===== config.mk =====
export PLATFORM = sky130hd
export DESIGN_NAME = fetch_stage
export DESIGN_NICKNAME = d
export VERILOG_FILES = /design/src/rtl/fetch_stage.sv
export SDC_FILE = /design/constraint.sdc
export NUM_CORES = 1
export LEC_CHECK = 0
export CORE_ASPECT_RATIO = 1.25
export CORE_MARGIN = 4
export CORE_UTILIZATION = 41
export CTS_CLUSTER_DIAMETER = 80
export DETAILED_ROUTE_END_ITERATION = 7
export HOLD_SLACK_MARGIN = 0.02
export MAX_ROUTING_LAYER = met4
export PLACE_DENSITY = 0.88
export SYNTH_ARGS = -nofsm -noshare
export SYNTH_HDL_FRONTEND = slang
export SYNTH_SLANG_ARGS = --single-unit

===== constraint.sdc =====
create_clock -name clk -period 2.26 [get_ports clk]
set_input_delay 0.339 -clock clk [delete_from_list [all_inputs] [get_ports clk]]
set_output_delay 0.339 -clock clk [all_outputs]
set_load 0.005 [all_outputs]

===== src/rtl/fetch_stage.sv =====
// Fetch stage: owns the PC, drives instruction-memory address and fills the
// IF/ID register, honouring redirect/stall from downstream and stopping on halt.
module fetch_stage #(
  parameter int unsigned             PC_WIDTH    = 16,
  parameter int unsigned             INSTR_WIDTH = 16,
  parameter logic [PC_WIDTH-1:0]     RESET_PC    = '0,
  parameter logic [3:0]              HALT_OPCODE = 4'hF,
  parameter logic [INSTR_WIDTH-1:0]  NOP_INSTR   = '0
) (
  input  logic                   clk,
  input  logic                   rst,
  input  logic                   stall,
  input  logic                   redirect,
  input  logic [PC_WIDTH-1:0]    redirect_pc,
  output logic [PC_WIDTH-1:0]    imem_addr,
  input  logic [INSTR_WIDTH-1:0] imem_rdata,
  output logic [PC_WIDTH-1:0]    PC_next,
  output logic [INSTR_WIDTH-1:0] if_instr,
  output logic [PC_WIDTH-1:0]    if_pc,
  output logic [PC_WIDTH-1:0]    if_pc_plus2,
  output logic                   if_valid,
  output logic                   halted,
  output logic [15:0]            fetch_count
);

  typedef enum logic [1:0] {
    BOOT   = 2'd0,
    RUN    = 2'd1,
    HALTED = 2'd2
  } state_e;

  state_e                 state_q, state_d;
  logic [PC_WIDTH-1:0]    pc_q, pc_d;
  logic [INSTR_WIDTH-1:0] if_instr_q, if_instr_d;
  logic [PC_WIDTH-1:0]    if_pc_q, if_pc_d;
  logic [PC_WIDTH-1:0]    if_pc_plus2_q, if_pc_plus2_d;
  logic                   if_valid_q, if_valid_d;
  logic [15:0]            fetch_count_q, fetch_count_d;

  logic [PC_WIDTH-1:0] pc_plus2;
  logic [PC_WIDTH-1:0] redirect_target;
  logic                is_halt;

  assign pc_plus2        = pc_q + PC_WIDTH'(2);
  assign redirect_target = {redirect_pc[PC_WIDTH-1:1], 1'b0};
  assign is_halt         = (imem_rdata[INSTR_WIDTH-1 -: 4] == HALT_OPCODE);

  // NOTE: every signal gets its hold value first so no path leaves it unassigned
  // (an unassigned path in always_comb would infer a latch).
  always_comb begin
    state_d       = state_q;
    pc_d          = pc_q;
    if_instr_d    = if_instr_q;
    if_pc_d       = if_pc_q;
    if_pc_plus2_d = if_pc_plus2_q;
    if_valid_d    = if_valid_q;
    fetch_count_d = fetch_count_q;

    unique case (state_q)
      BOOT: begin
        pc_d       = RESET_PC;
        if_instr_d = NOP_INSTR;
        if_valid_d = 1'b0;
        state_d    = RUN;
      end
      RUN: begin
        if (redirect) begin
          // Redirect squashes whatever is on imem_rdata, halt words included.
          pc_d       = redirect_target;
          if_instr_d = NOP_INSTR;
          if_valid_d = 1'b0;
        end else if (!stall) begin
          if_instr_d    = imem_rdata;
          if_pc_d       = pc_q;
          if_pc_plus2_d = pc_plus2;
          if_valid_d    = 1'b1;
          fetch_count_d = (fetch_count_q == 16'hFFFF) ? fetch_count_q
                                                      : fetch_count_q + 16'd1;
          if (is_halt) begin
            state_d = HALTED;
          end else begin
            pc_d = pc_plus2;
          end
        end
      end
      HALTED: begin
        if_instr_d = NOP_INSTR;
        if_valid_d = 1'b0;
      end
      default: begin
        state_d = BOOT;
      end
    endcase
  end

  // NOTE: sequential state uses non-blocking assignments so every register
  // samples the pre-edge values regardless of statement order.
  always_ff @(posedge clk) begin
    if (rst) begin
      state_q       <= BOOT;
      pc_q          <= RESET_PC;
      if_instr_q    <= NOP_INSTR;
      if_pc_q       <= '0;
      if_pc_plus2_q <= '0;
      if_valid_q    <= 1'b0;
      fetch_count_q <= '0;
    end else begin
      state_q       <= state_d;
      pc_q          <= pc_d;
      if_instr_q    <= if_instr_d;
      if_pc_q       <= if_pc_d;
      if_pc_plus2_q <= if_pc_plus2_d;
      if_valid_q    <= if_valid_d;
      fetch_count_q <= fetch_count_d;
    end
  end

  assign imem_addr   = pc_q;
  assign PC_next     = rst ? RESET_PC : pc_d;
  assign if_instr    = if_instr_q;
  assign if_pc       = if_pc_q;
  assign if_pc_plus2 = if_pc_plus2_q;
  assign if_valid    = if_valid_q;
  assign halted      = (state_q == HALTED);
  assign fetch_count = fetch_count_q;

endmodule


==> summary.txt <==
Floorplanning
  – Row count: 38
  – Total core area: 0.008796 mm²
  – Initial core utilization: 42.75%
  – Ports: 134
  – Die Y: 115.1 µm
  – Die W: 93.65 µm
  – Die ar.: 0.01078 mm²

Logic synthesis
  – Async SR Flop Fraction: 0%
  – Post-Synth XOR/XNOR Area: 3.028%
  – Most common library cells after synthesis: 82 x dfxtp_1, 52 x nand2_1, 47 x nor2_1
  – Mux contribution to synthesized area: 0.5657%
  – Mapped Area: 0.003760 mm²
  – Sequential area share after synthesis: 43.66%
  – Dominant cell type by area after synthesis: dfxtp_1
  – Mapped Nets: 499
  – Synth Instances: 461
  – Synth Register Bits: 82
  – Post-synth EDFFs: 0
  – Top cell type's share of synthesized area: 43.66%
  – Top-count cell post-synth: dfxtp_1
  – Synthesized area per cell: 8.156 µm²
  – Post-synth cell types: 52
  – Synth Area in Simple Gates: 24.13%
  – Largest family of logic cells by synthesized area: simple AND/OR/NAND/NOR gates
  – Post-synthesis adder-cell area fraction: 0.6656%
  – Top FF cell, synth: dfxtp_1
  – Compound-gate portion of the synthesized area: 22.70%
  – YS warnings: 0
  – Top cells by area, synth: dfxtp_1 44%, a21oi_1 5.3%, nand2_1 5.2%, nor2_1 4.7%, a22oi_1 3.4%

Final layout
  – # diodes: 0
  – Fill cells: 609
  – Cell Count, Final, Fillers Out: 772
  – Share of layout cells above drive strength 1: 24.08%
  – Nets@finish: 685
  – Area of the multi-input gates: 0.002118 mm²
  – Synth-to-Final Area Change: 63.89%
  – FF/Latch Area: 0.001658 mm²

Place
  – Dpl cells: 737
  – Detailed Place HPWL: 9.374 mm
  – Final Wtd Congestion: 0.9121
  – PortBufs: 132

Drt
  – Vias per cell: 5.837
  – Via count: 4506
  – Drt wl/cell: 18.64 µm
  – Residual DRC count: 0
  – Final ANT Viol Nets: 0
  – Final wirelength: 14.39 mm
  – Initial DRT Pass Iterations: 7
  – DR iter-0 viols: 500

Critical path
  – Reg-to-reg endpoint: fetch_count[13]$_SDFFE_PP0P_
  – Worst r2r path cells: 5
  – Worst EP required: 1.92 ns
  – Crit path arrival time: 2.26 ns
  – Worst-path fanout max: 3
  – R2r setup slk: 0.09 ns
  – Setup crit end kind: output pin
  – CP Launch Point: imem_addr[6]$_DFF_P_
  – Setup CP Type: reg2out
  – R2r startpoint: state_q[1]$_SDFFE_PP0P_
  – Startpoint class of the critical path: flop

Clocking
  – Clock Path Buffers: 2
  – Root buf cell: clkbuf_8
  – Cts bufs inserted: 9
  – Clock sink count: 82
  – CTS tree: done
  – # H-tree levels: 3
  – Skew-Pair Late Insertion Delay: 0.36 ns
  – Clock Pin Slew Worst Setup and Hold Paths: 0.08 ns

Global route
  – Vias in the first global route: 4314
  – GRT Total Usage: 25.36%
  – First-pass GRT wire length: 20.88 mm
  – Initial antenna violation count: 0
  – GRT overflow: 0
  – Largest net degree at the start of global routing: 40

STA
  – Final hold vios: 0
  – Worst slew pin tran: 0.4481 ns
  – Final min period: 2.594 ns
  – Fin crit share: 114.8%
  – Clock Skews: 0.005342 ns
  – Fmax: 385.5 MHz
  – Hold Slack: 0.3933 ns
  – Relative slew slack: 69.85%
  – RSZ-0062 raised after global routing: true
  – Max Slew Vio Count: 0
  – Post-route setup slack: -0.3340 ns
  – Finish-stage setup viols: 8

Status
  – Failing checks: setup timing
  – Status: finished with violations

Run
  – Maxcap violations: 0

Worst hold path
  – Hold depth: 3
  – Worst hold endpoint: imem_addr[2]$_DFF_P_
  – Hold_sp: rst
  – Tightest Hold Check Type: in2reg

Pwr
  – Pwr Total: 2.979 mW
  – PD cells: 483.4 mW/mm²
  – Worst ir drop on vdd: 347.1 µV
  – Leakage: 2.213 nW
==> what timing repair did <==
action / CTS / global route
setup endpoints to repair: 21 / 19
buffers inserted: 9 / 11
gates cloned: 1 / 0
pin swaps: 11 / 16
endpoints found under the hold margin: 0 / 0
gates resized for setup: 81 / 52
hold buffers: 0 / 0
==> worst max-delay path: stages (launching register included) <==
cell and delay [ns]:
dfxtp_2 0.35, nand4_1 0.25, nor3_2 0.29, buf_4 0.17, buf_6 0.09, buf_6 0.09
a311oi_2 0.09, a311oi_2 0.30, buf_4 0.18, buf_6 0.09
==> power by group <==
group          switching (mW)  leakage (nW)  total [mW]  internal (mW)
Sequential             0.0291         0.670        1.51           1.48
Clock                   0.541        0.0944        1.03          0.485
Combinational           0.209          1.45       0.446          0.237
==> cells in the final DEF, fill, tap and decap left out, types with 14 or more instances in the layout <==
cell type	count
a211oi_1	14
a21oi_1	40
a22oi_1	17
buf_4	64
buf_6	19
clkdlybuf4s50_1	109
dfxtp_1	73
nand2_1	51
nand4_1	16
nor2_1	45
==> worst max-delay path by stage <==
| stage | end | slack, ns |
|---|---|---|
| after floorplan | PC_next[13] | 0.02 |
| after global placement | PC_next[13] | -0.51 |
| after detailed placement | PC_next[4] | -0.55 |
| after CTS | PC_next[13] | -0.09 |
| after global routing | PC_next[13] | -0.39 |
| final | PC_next[13] | -0.33 |
==> registers in the layout, summed over array words and instances, names as in the netlist <==
name	count
fetch_count	16
imem_addr	16
if_pc	16
if_valid	1
if_instr	16
if_pc_plus2	15
state_q	2
==> routing by layer <==
| metal | vias up | global-route usage (%) | part of all wire [%] |
|---|---|---|---|
| met5 | - | - | 0 |
| met4 | 0 | 13.10 | 5.0 |
| met3 | 72 | 4.908 | 8.4 |
| met2 | 274 | 42.22 | 48 |
| met1 | 2104 | 28.86 | 39 |
| li1 | 2056 | - | - |
==> final cells by class <==
| cell class | count | area share (%) |
|---|---|---|
| multi-input combinational | 331 | 34.38 |
| timing repair buffer | 214 | 32.55 |
| sequential | 82 | 26.90 |
| clock buffer | 12 | 2.680 |
| tap | 120 | 2.437 |
| inverter | 9 | 0.6497 |
| clock inverter | 4 | 0.4061 |
==> cell families after synthesis <==
family	Yosys count
AOI/OAI and AO/OA	130
xor gates and xnor gates	13
adders and majority gates	2
buffers and inverters	48
DFF	82
muxes	2
and+or+nand+nor	184
==> stage by stage <==
step / instance area [µm²] / TNS (ns) / worst slack [ns] / util [%]
3_3_place_gp: 5554 / -10.45 / -0.5147 / 63.14
2_1_floorplan: 3760 / 0 / 0.01826 / -
4_1_cts: 5967 / -0.2830 / -0.08989 / 67.84
6_report: 6162 / -1.200 / -0.3340 / 70.06
3_5_place_dp: 5554 / -11.31 / -0.5531 / 63.14
5_1_grt: 6162 / -1.894 / -0.3881 / 70.06
Power figures use the tool's default switching activity.
